$ cat config.mk
export PLATFORM = sky130hd
export DESIGN_NAME = seven_seg_scan_driver
export DESIGN_NICKNAME = d
export VERILOG_FILES = /design/src/rtl/seven_seg_scan_driver.sv
export SDC_FILE = /design/constraint.sdc
export NUM_CORES = 1
export LEC_CHECK = 0
export BUFFER_PORTS_ARGS = -buffer_cell sky130_fd_sc_hd__buf_2
export CORE_ASPECT_RATIO = 0.7
export CORE_MARGIN = 2
export CORE_UTILIZATION = 45
export CTS_CLUSTER_SIZE = 30
export DETAILED_ROUTE_END_ITERATION = 12
export GPL_TIMING_DRIVEN = 0
export PLACE_DENSITY = 0.68
export SLEW_MARGIN = 15
export SYNTH_ARGS = -nofsm -noshare
export SYNTH_HDL_FRONTEND = slang
export SYNTH_SLANG_ARGS = --single-unit
$ cat constraint.sdc
create_clock -name clk -period 2.6 [get_ports clk]
set_clock_uncertainty 0.1 [all_clocks]
set_input_delay 0.65 -clock clk [delete_from_list [all_inputs] [get_ports clk]]
set_output_delay 0.65 -clock clk [all_outputs]
set_load 0.03 [all_outputs]
$ cat src/rtl/seven_seg_scan_driver.sv
// seven_seg_scan_driver: scans NUM_DIGITS common-anode hex digits over one shared active-low segment bus.
// Define SEVEN_SEG_LEADING_ZERO_BLANK_EN to also darken leading zero digits above digit 0.
module seven_seg_scan_driver #(
    parameter int NUM_DIGITS   = 4,
    parameter int REFRESH_DIV  = 50000,
    parameter int GUARD_CYCLES = 1
) (
    input  logic                          clk,
    input  logic                          reset,
    input  logic                          load,
    input  logic [4*NUM_DIGITS-1:0]       hex_in,
    input  logic [NUM_DIGITS-1:0]         blank_in,
    output logic [6:0]                    seg_out,
    output logic [NUM_DIGITS-1:0]         anode_out,
    output logic [$clog2(NUM_DIGITS)-1:0] digit_idx,
    output logic                          scan_wrap
);
    localparam int PW = $clog2(REFRESH_DIV);
    localparam int IW = $clog2(NUM_DIGITS);
    localparam logic [PW-1:0] PRESC_LAST = PW'(REFRESH_DIV - 1);
    localparam logic [PW-1:0] GUARD      = PW'(GUARD_CYCLES);
    localparam logic [IW-1:0] DIGIT_LAST = IW'(NUM_DIGITS - 1);
    localparam logic [15:0][6:0] SEG_LUT = {
        7'h0E, 7'h06, 7'h21, 7'h46, 7'h03, 7'h08, 7'h10, 7'h00,
        7'h78, 7'h02, 7'h12, 7'h19, 7'h30, 7'h24, 7'h79, 7'h40
    };
    logic [PW-1:0]           presc;
    logic [4*NUM_DIGITS-1:0] shadow_hex;
    logic [NUM_DIGITS-1:0]   shadow_blank;
    logic [NUM_DIGITS-1:0]   lz_blank;
    logic [3:0]              nibble;
    logic                    dark;
    logic                    guard;
    logic                    presc_wrap;
`ifdef SEVEN_SEG_LEADING_ZERO_BLANK_EN
    // a digit is dark when it and every more-significant nibble are zero
    always_comb begin
        logic zero_run;
        lz_blank = '0;
        zero_run = 1'b1;
        for (int k = NUM_DIGITS - 1; k >= 1; k--) begin
            zero_run    = zero_run && (shadow_hex[4*k +: 4] == 4'h0);
            lz_blank[k] = zero_run;
        end
    end
`else
    assign lz_blank = '0;
`endif
    assign nibble     = shadow_hex[4*digit_idx +: 4];
    assign dark       = shadow_blank[digit_idx] | lz_blank[digit_idx];
    assign guard      = presc < GUARD;
    assign presc_wrap = presc == PRESC_LAST;
    always_ff @(posedge clk) begin
        if (reset) begin
            presc        <= '0;
            digit_idx    <= '0;
            shadow_hex   <= '0;
            shadow_blank <= '0;
            seg_out      <= '1;
            anode_out    <= '1;
            scan_wrap    <= 1'b0;
        end else begin
            presc     <= presc_wrap ? '0 : presc + PW'(1);
            digit_idx <= presc_wrap ? (digit_idx == DIGIT_LAST ? '0 : digit_idx + IW'(1)) : digit_idx;
            scan_wrap <= presc_wrap && digit_idx == DIGIT_LAST;
            if (load) begin
                shadow_hex   <= hex_in;
                shadow_blank <= blank_in;
            end
            anode_out <= guard ? '1 : ~(NUM_DIGITS'(1) << digit_idx);
            seg_out   <= (guard || dark) ? 7'h7F : SEG_LUT[nibble];
        end
    end
endmodule

==> metrics, run 1 <==
CP Capture Type=flip-flop; Least-Margin Pin Slew=~0.74 ns; leakage power=approximately 1.1 nW; Slew HR=between 50% and 60%; outcome=finished clean; Die H=64.8 um; Post-synth EDFFs=0; startpoint types=flip-flop; area of the mapped netlist=roughly 2400 um^2; flop2flop setup slack=0.17 ns; root buffer cell=clkbuf_8; reg2reg end=seg_out[0]; share of cells above drive strength 1=19.8%; Combinational Power Share=11.2%; Util after Layout=about 54%; Clk Latency, worst-skew pair=slightly above 0.3 ns; Layout area overhead=16.9%; FP Rows=22; Setup Crit Path Kind=flip-flop to flip-flop; Worst Hold Depth=1; switching power=slightly below 0.4 mW; HP Start=presc[0]; Int Power=1.26 mW; commonest cells in the netlist=dfxtp_1 (50), nor2_1 (38), mux2i_1 (25); unrepaired setup endpoints after global routing=false; drt total wl=~4.6 mm; fin worst setup slack=approximately 0.17 ns; diode count=0; TritonCTS clock tree=built; Final Cycle Share=around 94%; PwrDens=about 590 nW/um^2; CTS Buf Count=5; GP Congestion=between 0.7 and 0.8; First-pass DRT Iterations=4; WL/cell=approximately 13 um; initial antenna violation count=0; die width=90.8 um; Detail Route Antenna Nets=0; vias in the first global route=around 1600; total of max-cap violations=0; Remaining Overflow, GRT=0; HP Class=flip-flop to flip-flop; pre-CTS setup slack=~0.0084 ns; Worst EP required=about 2.7 ns; via count=between 1500 and 2000; Post-Syn Nets=between 200 and 300; core region area=approximately 5200 um^2; Die ar.=~6000 um^2; I/O Buffers=34; syn_area_per_cell=a little under 10 um^2; largest net degree at the start of global routing=17; Hold Fails Final Rpt=0; clock edge transition at the registers on the reported setup and hold paths=0.09 ns; sum of negative setup slack=0 ns; Slew Viols, Final=0; nets=approximately 320; Remaining DRCs=0; Crit Path Max Fanout=9; YS warnings=0; Tmin final=between 2 and 2.5 ns; dominant cells by area after synthesis=dfxtp_1 (42%), mux2i_1 (11%), ha_1 (6.3%); async set-reset flop share out of synthesis=0%; Post-synth top flop=dfxtp_1; Worst EP arrival=roughly 2.5 ns; sequential fraction of the synthesis area=between 40% and 50%; share of the synthesized area in the top cell type=42.1%; total track usage=16.9%; Mapped Cells=between 200 and 250; post-DP HPWL=3.39 mm; CTS Sinks=50; Max clock buf depth=2; drt initial violations=95; CTS H-Tree Depth=2; Fmax=approximately 0.4 GHz; Power, Total=between 1.5 and 2 mW; Netlist cell types=39; FF-to-FF path depth=7; Sw Ratio=23.5%; Sequential Power Share=49.5%; Synth area leader=dfxtp_1; most frequent cell after synthesis=dfxtp_1; Vias/cell=5.00; clock network power share=around two fifths; Initial Utilization=45.9%; hold endpoint=presc[0]; worst vdd ir=slightly below 0.0003 V; # IOs=37; Yosys reg bits=50; R2R Path Start=digit_idx[1]; Worst Hold Slack=between 0.3 and 0.4 ns; first-pass GRT wire length=approximately 7.8 mm; Final Setup Violations=0
==> cells in the final DEF (no fill, tap or decap), types with 2 or more instances in the layout <==
cell and instances:
a21oi_1 5, a221o_1 2, and2_1 2, and3_1 2, buf_2 35, buf_4 2, bufinv_16 2, clkbuf_1 7
clkbuf_8 6, dfxtp_1 49, ha_1 12, inv_1 13, mux2_2 2, mux2i_1 25, mux4_2 5, nand2_1 13
nand2b_1 2, nand3_1 9, nand3b_1 3, nand4_1 2, nor2_1 38, nor3_1 4, nor4_1 5, nor4b_1 2
o211ai_1 2, o21ai_0 6, or3_1 5, xnor2_1 12, xor2_1 3
==> worst max-delay path, stage by stage, from the launching register on <==
cell,delay (ns)
dfxtp_1,0.39
clkbuf_1,0.42
mux4_2,0.40
inv_1,0.12
ha_1,0.26
or3_1,0.37
a21oi_1,0.16
o31ai_1,0.10
==> power by group through the flow <==
stage	logic, mW	registers (mW)	clock network (mW)
detailed placement	0.184	0.834	0
CTS	0.185	0.817	0.666
global route	0.204	0.822	0.695
finish	0.185	0.817	0.649
floorplan	0.106	0.857	0
global placement	0.182	0.833	0
==> cell families after synthesis <==
kind of cell	Yosys count	synth area share [%]
DFF	50	42.1
AOI/OAI and AO/OA	21	5.80
and+or+nand+nor	92	19.5
buffers and inverters	24	4.48
xor gates and xnor gates	15	5.53
adders and majority gates	12	6.32
muxes	32	16.2
==> registers in the layout, indices dropped and copies added, names as in the netlist <==
register	count
shadow_hex	16
seg_out	7
anode_out	4
shadow_blank	4
digit_idx	2
presc	16
scan_wrap	1
==> per-stage QoR <==
step	cell area, um^2	cells
2_1_floorplan	2370	246
3_3_place_gp	2640	352
3_5_place_dp	2640	352
4_1_cts	2780	360
5_1_grt	2780	360
6_report	2780	360
==> repair_timing <==
item | CTS | global route
gates resized for setup | 1 | 1
setup endpoints to repair | 1 | 1
setup buffers | 0 | 0
hold buffers | 0 | 0
==> routing by layer <==
| metal | GRT usage, % | part of all wire (%) | routed length [um] | vias up |
|---|---|---|---|---|
| li1 | - | - | - | 936 |
| met1 | 25.7 | 56 | 2580 | 821 |
| met2 | 22.3 | 38 | 1740 | 34 |
| met3 | 4.07 | 3.9 | 178 | 8 |
| met4 | 7.39 | 1.6 | 74 | 0 |
| met5 | 0 | 0 | 0 | - |
==> worst max-delay path by stage <==
| stage | end | slack [ns] | from | cells past startpoint |
|---|---|---|---|---|
| global placement | seg_out[0] | 0.04 | digit_idx[0] | 8 |
| floorplan | seg_out[0] | 0.19 | digit_idx[0] | 8 |
| CTS | seg_out[0] | 0.08 | digit_idx[0] | 8 |
| detailed placement | seg_out[0] | 0.008 | digit_idx[0] | 8 |
| finish | seg_out[0] | 0.17 | digit_idx[1] | 7 |
| global route | seg_out[0] | 0.05 | digit_idx[1] | 7 |
==> final cells by class <==
class	instances	area [um^2]
fill	523	2400
multi-input combinational	172	1270
sequential	50	1000
timing repair buffer	34	170
tap	72	90.1
clock buffer	5	68.8
clock inverter	3	68.8
buffer	11	60.1
inverter	13	48.8
Power figures use the tool's default switching activity.
==> inputs of run 2 (changes only) <==
Settings changed: CORE_UTILIZATION 45 to 55, PLACE_DENSITY 0.68 to 0.8.
Clock period 2.6 ns to 3.1 ns, I/O delays scaled along.
==> run 2 against run 1 <==
Against the previous run:
- sequential share of layout area rose by 0.92 points
- clock power fell by 39%
- global-route usage rose by 4.1 points
- worst setup slack improved by 0.38 ns
- sequential power fell by 16%
- final area fell by 2.6%
- critical path type unchanged
- largest power group unchanged
==> metrics, run 2 (synthesized netlist as in run 1, its figures left out) <==
clock network power share=32.0%; TritonCTS clock tree=built; unrepaired setup endpoints after global routing=false; Vias/cell=around 5.4; CP max stage delay=between 0.6 and 0.7 ns; M1 WL=2.44 mm; # fillers=322; total of max-cap violations=0; Worst EP required=roughly 3.2 ns; fin worst setup slack=0.549 ns; top flop regs=presc (16), shadow_hex (16), seg_out (7); First-pass DRT Iterations=4; CTS Sinks=50; area post-placement=2610 um^2; Layout area overhead=13.9%; via count=between 1500 and 2000; I/O Buffers=34; nets=roughly 320; GP Congestion=between 0.8 and 0.9; Sequential Power Share=between 50% and 60%; PwrDens=around 460 nW/um^2; sum of negative setup slack=0 ns; slowest stage cell on the critical path=mux4_2; die width=82.5 um; # resized after CTS=0; Final Setup Violations=0; first-pass GRT wire length=roughly 7.7 mm; Worst Hold Slack=0.382 ns; Util after Layout=about two thirds; switching power=about 0.33 mW; core region area=4040 um^2; family with the most delay on the worst path=multiplexers; post-DP HPWL=3.40 mm; Worst Path Buf+Inv=3; root buffer cell=clkbuf_8; outcome=finished clean; vias in the first global route=around 1700; leakage power=between 1 and 1.5 nW; Crit Path Max Fanout=10; commonest non-fill, non-tap cell in the layout=dfxtp_1; Max clock buf depth=2; clock edge transition at the registers on the reported setup and hold paths=0.10 ns; worst vdd ir=between 0.0002 and 0.0003 V; # IOs=37; Hold Fails Final Rpt=0; CTS H-Tree Depth=2; Tmin final=approximately 2.6 ns; Clk Latency, worst-skew pair=roughly 0.3 ns; footprint of the multi-input gates=1270 um^2; Worst EP arrival=approximately 2.7 ns; CP Capture Type=flip-flop; Remaining Overflow, GRT=0; Detail Route Antenna Nets=0; diode count=0; share of cells above drive strength 1=19.4%; HP Class=flip-flop to flip-flop; startpoint types=flip-flop; Design Area, Final=roughly 2700 um^2; Initial Utilization=58.8%; Fmax=between 0.3 and 0.4 GHz; CTS Buf Count=5; most frequent cells in the layout=dfxtp_1 (50), nor2_1 (38), buf_2 (36); drt initial violations=between 100 and 150; Sw Ratio=a little over a quarter; cell repeated most along the worst path=inv_1; initial antenna violation count=0; Met3 Wirelength=about 210 um; Setup Crit Path Kind=flip-flop to flip-flop; Remaining DRCs=0; Int Power=~0.9 mW; CTS Hold Bufs=0; Slew HR=52.2%; worst-path cell chain=buf_2, mux4_2, inv_1, ha_1, inv_1, nand2_1, o22ai_1, o31ai_1; Die H=59.0 um; Final Cycle Share=82.3%; Slew Viols, Final=0; drt total wl=between 4 and 5 mm; Combinational Power Share=between 10% and 20%; FP Rows=19; largest net degree at the start of global routing=18; max layer used=met4; FF+latch area=approximately 1000 um^2; post-CTS setup buffers=0; total track usage=between 20% and 30%; Least-Margin Pin Slew=about 0.7 ns; pre-CTS setup slack=approximately 0.57 ns; WL/cell=roughly 13 um; Die ar.=slightly below 5000 um^2; met2 routed WL=around 1.9 mm
-- run 2: cell types whose count changed in the layout (fill, tap and decap cells not counted) --
cell / change
dfxtp_2: -1
bufinv_16: -2
inv_6: +1
buf_4: -1
clkinvlp_4: +1
dfxtp_1: +1
buf_2: +1
-- run 2: final timing paths --
path / from / endpoint / slack [ns] / cells past startpoint
worst max-delay path: digit_idx[0] / seg_out[0] / 0.55 / 8
worst max register to register: digit_idx[0] / seg_out[0] / 0.55 / 8
worst min register to register: presc[0] / presc[0] / 0.38 / 1
worst min-delay path: presc[0] / presc[0] / 0.38 / 1
-- run 2: power by group through the flow --
stage | Clock, mW | Combinational, mW | Sequential, mW
6_report | 0.394 | 0.155 | 0.685
3_3_place_gp | 0 | 0.151 | 0.699
4_1_cts | 0.396 | 0.155 | 0.685
2_1_floorplan | 0 | 0.0892 | 0.719
3_5_place_dp | 0 | 0.154 | 0.700
5_1_grt | 0.427 | 0.172 | 0.689
-- run 2: per-layer routing --
| layer | GRT usage (%) | vias up |
|---|---|---|
| li1 | - | 934 |
| met1 | 31.8 | 838 |
| met2 | 30.1 | 51 |
| met3 | 5.64 | 2 |
| met4 | 4.22 | 0 |
| met5 | 0 | - |
-- run 2: area by class of cell --
class / count / share of cell area (%)
Clock inverter: 3 / 0.925
Timing Repair Buffer: 34 / 6.29
Sequential cell: 50 / 37.0
Inverter: 13 / 1.80
Tap cell: 52 / 2.41
Buffer: 11 / 2.13
Clock buffer: 5 / 2.55
Multi-Input combinational cell: 172 / 46.9
-- run 2: per-stage QoR --
stage | power, mW | instances
2_1_floorplan | 0.808 | 246
3_3_place_gp | 0.850 | 332
3_5_place_dp | 0.854 | 332
4_1_cts | 1.24 | 340
5_1_grt | 1.29 | 340
6_report | 1.23 | 340
-- run 2: worst reg2reg max path, cell delays in order (launching register included) --
cell and delay (ns):
dfxtp_1 0.51, buf_2 0.33, mux4_2 0.63, inv_1 0.16, ha_1 0.24, inv_1 0.09, nand2_1 0.07, o22ai_1 0.08
o31ai_1 0.25
